`src/rtl/uart_rx_cfg.sv`:
```
// uart_rx_cfg -- configurable UART receiver.
//
// Receives asynchronous serial frames (start, DATA_BITS data LSB first,
// optional parity, STOP_BITS stop bits) on i_in and emits one word per
// frame together with per-frame status flags.
//
// Ports:
//   i_clk        system clock, rising edge
//   i_rst_n      asynchronous active-low reset
//   i_in         serial line, idles high (asynchronous to i_clk)
//   o_data       received word (DATA_BITS wide), updated when a frame completes
//   o_valid      one-cycle pulse per completed frame
//   o_parity_err parity mismatch, qualified by o_valid
//   o_frame_err  stop bit sampled low, qualified by o_valid
//   o_break      all-zero frame including the failing stop bit, qualified by o_valid
//   o_busy       receiver is not idle
module uart_rx_cfg #(
  parameter int CLK_FREQ    = 12000000,
  parameter int BAUD        = 9600,
  parameter int DATA_BITS   = 8,
  parameter int PARITY      = 0,
  parameter int STOP_BITS   = 1,
  parameter int SYNC_STAGES = 2
) (
  input  logic                 i_clk,
  input  logic                 i_rst_n,
  input  logic                 i_in,
  output logic [DATA_BITS-1:0] o_data,
  output logic                 o_valid,
  output logic                 o_parity_err,
  output logic                 o_frame_err,
  output logic                 o_break,
  output logic                 o_busy
);

  localparam int CLKS_PER_BIT = CLK_FREQ / BAUD;
  localparam int H            = CLKS_PER_BIT / 2;
  localparam int CW           = $clog2(CLKS_PER_BIT);
  localparam int IW           = $clog2(DATA_BITS);

  localparam logic [CW-1:0] CNT_LO   = CW'(H - 1);
  localparam logic [CW-1:0] CNT_MID  = CW'(H);
  localparam logic [CW-1:0] CNT_HI   = CW'(H + 1);
  localparam logic [CW-1:0] CNT_END  = CW'(CLKS_PER_BIT - 1);
  localparam logic [IW-1:0] IDX_LAST = IW'(DATA_BITS - 1);
  localparam logic          STOP_LAST = 1'(STOP_BITS - 1);

  generate
    if (CLKS_PER_BIT < 8) begin : g_bad_rate
      $error("uart_rx_cfg: CLK_FREQ/BAUD must be at least 8");
    end
    if (DATA_BITS < 5 || DATA_BITS > 9) begin : g_bad_width
      $error("uart_rx_cfg: DATA_BITS must be 5..9");
    end
    if (PARITY < 0 || PARITY > 2) begin : g_bad_parity
      $error("uart_rx_cfg: PARITY must be 0, 1 or 2");
    end
    if (STOP_BITS < 1 || STOP_BITS > 2) begin : g_bad_stop
      $error("uart_rx_cfg: STOP_BITS must be 1 or 2");
    end
    if (SYNC_STAGES < 2) begin : g_bad_sync
      $error("uart_rx_cfg: SYNC_STAGES must be at least 2");
    end
  endgenerate

  typedef enum logic [2:0] {
    IDLE, START, DATA, PARITY_BIT, STOP, WAIT_HIGH
  } state_t;

  state_t                 state_reg, state_next;
  logic [SYNC_STAGES-1:0] sync_reg;
  logic                   prev_reg;
  logic [CW-1:0]          bit_cnt_reg;
  logic [IW-1:0]          idx_reg;
  logic                   stop_idx_reg;
  logic [DATA_BITS-1:0]   shift_reg;
  logic                   smp_a_reg, smp_b_reg;
  logic                   par_err_reg;
  logic                   any_one_reg;

  logic line, fall, maj, at_mid, at_end;
  logic frame_done, stop_bad;

  assign line   = sync_reg[SYNC_STAGES-1];
  assign fall   = prev_reg & ~line;
  // Third sample is the live synchronised line, so the vote resolves at H+1.
  assign maj    = (smp_a_reg & smp_b_reg) | (smp_a_reg & line) | (smp_b_reg & line);
  assign at_mid = (bit_cnt_reg == CNT_HI);
  assign at_end = (bit_cnt_reg == CNT_END);

  // State register.
  always_ff @(posedge i_clk or negedge i_rst_n) begin
    if (!i_rst_n) state_reg <= IDLE;
    else          state_reg <= state_next;
  end

  // Next-state logic.
  always_comb begin
    state_next = state_reg;
    case (state_reg)
      IDLE:       if (fall) state_next = START;
      START: begin
        if (at_mid && maj)  state_next = IDLE;   // false start
        else if (at_end)    state_next = DATA;
      end
      DATA: begin
        if (at_end && idx_reg == IDX_LAST)
          state_next = (PARITY != 0) ? PARITY_BIT : STOP;
      end
      PARITY_BIT: if (at_end) state_next = STOP;
      STOP: begin
        // Decide at mid-bit and leave early so the next start edge is not missed.
        if (at_mid) begin
          if (!maj)                          state_next = WAIT_HIGH;
          else if (stop_idx_reg == STOP_LAST) state_next = IDLE;
        end
      end
      WAIT_HIGH:  if (line) state_next = IDLE;
      default:    state_next = IDLE;
    endcase
  end

  // Output decode.
  always_comb begin
    stop_bad   = (state_reg == STOP) && at_mid && !maj;
    frame_done = (state_reg == STOP) && at_mid && (!maj || stop_idx_reg == STOP_LAST);
    o_busy     = (state_reg != IDLE);
  end

  // Synchroniser, bit timing, shift register and registered outputs.
  always_ff @(posedge i_clk or negedge i_rst_n) begin
    if (!i_rst_n) begin
      sync_reg     <= '1;
      prev_reg     <= 1'b1;
      bit_cnt_reg  <= '0;
      idx_reg      <= '0;
      stop_idx_reg <= 1'b0;
      shift_reg    <= '0;
      smp_a_reg    <= 1'b1;
      smp_b_reg    <= 1'b1;
      par_err_reg  <= 1'b0;
      any_one_reg  <= 1'b0;
      o_data       <= '0;
      o_valid      <= 1'b0;
      o_parity_err <= 1'b0;
      o_frame_err  <= 1'b0;
      o_break      <= 1'b0;
    end else begin
      sync_reg <= {sync_reg[SYNC_STAGES-2:0], i_in};
      prev_reg <= line;
      if (bit_cnt_reg == CNT_LO)  smp_a_reg <= line;
      if (bit_cnt_reg == CNT_MID) smp_b_reg <= line;

      case (state_reg)
        IDLE: begin
          // The detection cycle is count 0 of the start bit.
          bit_cnt_reg  <= fall ? CW'(1) : '0;
          idx_reg      <= '0;
          stop_idx_reg <= 1'b0;
          if (fall) begin
            par_err_reg <= 1'b0;
            any_one_reg <= 1'b0;
          end
        end
        WAIT_HIGH: bit_cnt_reg <= '0;
        default:   bit_cnt_reg <= at_end ? '0 : bit_cnt_reg + CW'(1);
      endcase

      if (state_reg == DATA && at_mid) begin
        shift_reg[idx_reg] <= maj;
        any_one_reg        <= any_one_reg | maj;
      end
      if (state_reg == DATA && at_end && idx_reg != IDX_LAST)
        idx_reg <= idx_reg + IW'(1);

      if (state_reg == PARITY_BIT && at_mid) begin
        // XOR of data and parity bit is 1 for an odd count of ones.
        par_err_reg <= (PARITY == 1) ? ~(^shift_reg ^ maj) : (^shift_reg ^ maj);
        any_one_reg <= any_one_reg | maj;
      end

      // Only reached when a good stop bit was not the last one.
      if (state_reg == STOP && at_end)
        stop_idx_reg <= stop_idx_reg + 1'b1;

      o_valid      <= frame_done;
      o_parity_err <= frame_done & par_err_reg;
      o_frame_err  <= stop_bad;
      o_break      <= stop_bad & ~any_one_reg;
      if (frame_done) o_data <= shift_reg;
    end
  end

endmodule

```
`config.mk`:
```
export PLATFORM = sky130hd
export DESIGN_NAME = uart_rx_cfg
export DESIGN_NICKNAME = d
export VERILOG_FILES = /design/src/rtl/uart_rx_cfg.sv
export SDC_FILE = /design/constraint.sdc
export NUM_CORES = 1
export LEC_CHECK = 0
export CORE_ASPECT_RATIO = 0.6
export CORE_MARGIN = 3
export CORE_UTILIZATION = 40
export DETAILED_ROUTE_END_ITERATION = 6
export HOLD_SLACK_MARGIN = 0.05
export PLACE_DENSITY = 0.55
export SLEW_MARGIN = 40
export SYNTH_ARGS = -nofsm -noshare
export SYNTH_HDL_FRONTEND = slang
export SYNTH_SLANG_ARGS = --single-unit
```
`constraint.sdc`:
```
create_clock -name i_clk -period 2.2 [get_ports i_clk]
set_input_delay 0.33 -clock i_clk [delete_from_list [all_inputs] [get_ports i_clk]]
set_output_delay 0.33 -clock i_clk [all_outputs]
set_load 0.1 [all_outputs]
```
==> reports/metrics.cfg <==
[status]
status=finished, final reports clean

[placed_design]
dp_slack_ns=0.0523
gp_congestion=0.780
hpwl_um=3130
io_buffers=15

[worst_setup_path]
end_kind=register
timing.rr.end=o_data[4]
worstPathArrival_ns=2.15
path_class=reg2reg
r2r_slack_ns=0.22
max_stage_delay_ns=0.47
startpoint_type=register
critPathMaxFanout=8
crit_chain=or2_1, or2_1, a211oi_4, buf_12, mux2_2
cpMostUsedCell=or2_1
worstPathRequired_ns=2.37
r2r_start=state_reg[0]
worst_path_max_delay_cell=dfrtp_1
reg2reg_depth=5

[route]
dr.pass1.iters=4
ant_nets=0
route.detailed.drc=0
drt-initial-drc-count=79
wirelength_um=4270
routedWlPerCell_um=15.0
vias=1478
via_per_inst=5.19

[pwr]
comb_power_share_pct=24.4
peakVddDrop_v=0.000458
pwr-share-seq_pct=48.4
power.density_nw_per_um2=748
swShare_pct=31.0
leakagePower_nw=1.13
clkPwrFrac_pct=27.1
switching_power_w=0.000584
power.internal_w=0.00130

[clock_tree]
clk_transition_reported_paths_ns=0.08
clock_latency_ns=0.29
numCtsBuffers=5
cts_root_buf=clkbuf_8
cts.htree.levels=2
cts_tree=done
cts_max_path_buffers=2
cts_sinks=45

[timing]
timing.final.ws_setup_ns=0.223
finalSetupTns_ns=0
fmax_ghz=0.506
period_share_pct=89.9
setup_viol=0
min_period_ns=1.98
whs_ns=0.118
final_max_slew_viol_count=0
relSlewSlack_pct=62.3
skew_ns=0.00511
tightest_slew_ns=0.566
finalHoldViolCount=0
rsz0062_at_grt=no

[floorplanning]
die_x_um=101
die_height_um=63.2
ios=16
rows=20
core_area_um2=5150
start_util_pct=42.3
die_area_um2=6400

[yosys]
syn_nets=204
synthFlopType=dfrtp_1
ys_types=37
yosysTopAreaCell=dfrtp_1
ys_ff_latch=45
syn_area_um2=2180
syn_avg_cell_area_um2=11.2
ys_async_sr_fraction_pct=100
synth-edff-count=0
synthTopCellsByArea=dfrtp_1 (46%), mux2_2 (10%), dfstp_2 (6.0%)
yosysMostFrequentCell=dfrtp_1
synth_common_cells=dfrtp_1 (40), mux2_2 (20), nor2_1 (18)
synthCells=195
synth_top_area_share_pct=46.0
synth-seq-area-share_pct=52.0
ys.warnings.count=0

[global_route]
antenna_found_initial=0
grt_max_degree=46
grt_pass1_vias=1457
grt_usage_pct=14.3
globalRouteOverflowTotal=0
grt_pass1_wl_um=7220

[final_layout]
postLayoutCoreUtil_pct=48.8
nets=227
largest_register_ffs=11
layout-drive-gt1-share_pct=26.0
area_growth_pct=15.4
antenna-diode-count=0

[flow_run]
drv_cap=0

[worst_hold_path]
min_path_type=in2async

-- routing by layer --
layer / global-route usage [%] / part of all wire [%] / vias up / wire length [µm]
li1: - / - / 718 / -
met1: 23.5 / 56 / 727 / 2370
met2: 18.1 / 39 / 29 / 1680
met3: 4.09 / 4.4 / 4 / 188
met4: 3.32 / 0.73 / 0 / 31
met5: 0 / 0 / - / 0
-- kinds of logic (layout without fill, tap and decap cells) --
logic type	Yosys count	in the layout	share of synthesized area, %
AOI/OAI and AO/OA	19	19	5.92
xor gates and xnor gates	18	18	7.24
adders and majority gates	7	7	3.91
buffers and inverters	16	40	3.56
DFF	45	45	52.0
muxes	20	20	10.3
and+or+nand+nor	70	70	17.1
-- how the worst max path moves through the flow --
stage | cells past startpoint | endpoint | startpoint
CTS | 6 | o_data[4] | bit_cnt_reg[0]
global placement | 6 | o_data[4] | bit_cnt_reg[0]
global route | 8 | state_reg[2] | bit_cnt_reg[0]
finish | 5 | o_data[4] | state_reg[0]
detailed placement | 6 | o_data[4] | bit_cnt_reg[0]
floorplan | 6 | o_data[0] | bit_cnt_reg[0]
-- layout by cell type (no fill, tap or decap), drive strengths merged, types with 10 or more instances in the layout --
master,n
buf,23
mux2,20
dfrtp,40
xnor2,13
nand3,10
nor2,18
-- layout make-up --
type | instances | area, µm²
repair buffers | 24 | 205
flip-flops and latches | 45 | 1130
multi-input cells | 134 | 973
clock buffers | 8 | 90.1
inverters | 8 | 30.0
well taps | 66 | 82.6
fillers | 476 | 2640
-- worst max-delay path, delay by kind of cell, from the launching register on --
family	cells	cell delay, ns
buffers and inverters	1	0.16
muxes	1	0.33
and+or+nand+nor	2	0.60
AOI/OAI and AO/OA	1	0.29
DFF	1	0.47
-- through the flow --
stage | cells | total power, W | instance area (µm²)
floorplan | 195 | 0.00122 | 2180
global placement | 276 | 0.00137 | 2400
detailed placement | 276 | 0.00138 | 2400
CTS | 284 | 0.00190 | 2490
global route | 285 | 0.00199 | 2510
finish | 285 | 0.00188 | 2510
-- power groups by stage --
stage	sequential (W)	combinational [W]	clock, W
after global routing	0.000918	0.000507	0.000565
after CTS	0.000908	0.000459	0.000531
final	0.000910	0.000460	0.000510
after global placement	0.000923	0.000444	0
after detailed placement	0.000924	0.000457	0
after floorplan	0.000925	0.000291	0
-- what timing repair did --
| action | CTS | global route |
|---|---|---|
| setup endpoints to repair | 0 | 13 |
| resized for setup | 0 | 1 |
| hold endpoints to repair | 0 | 0 |
| hold buffers | 0 | 0 |
| buffers inserted | 0 | 1 |
No activity file was read; power rests on OpenSTA's default activity.
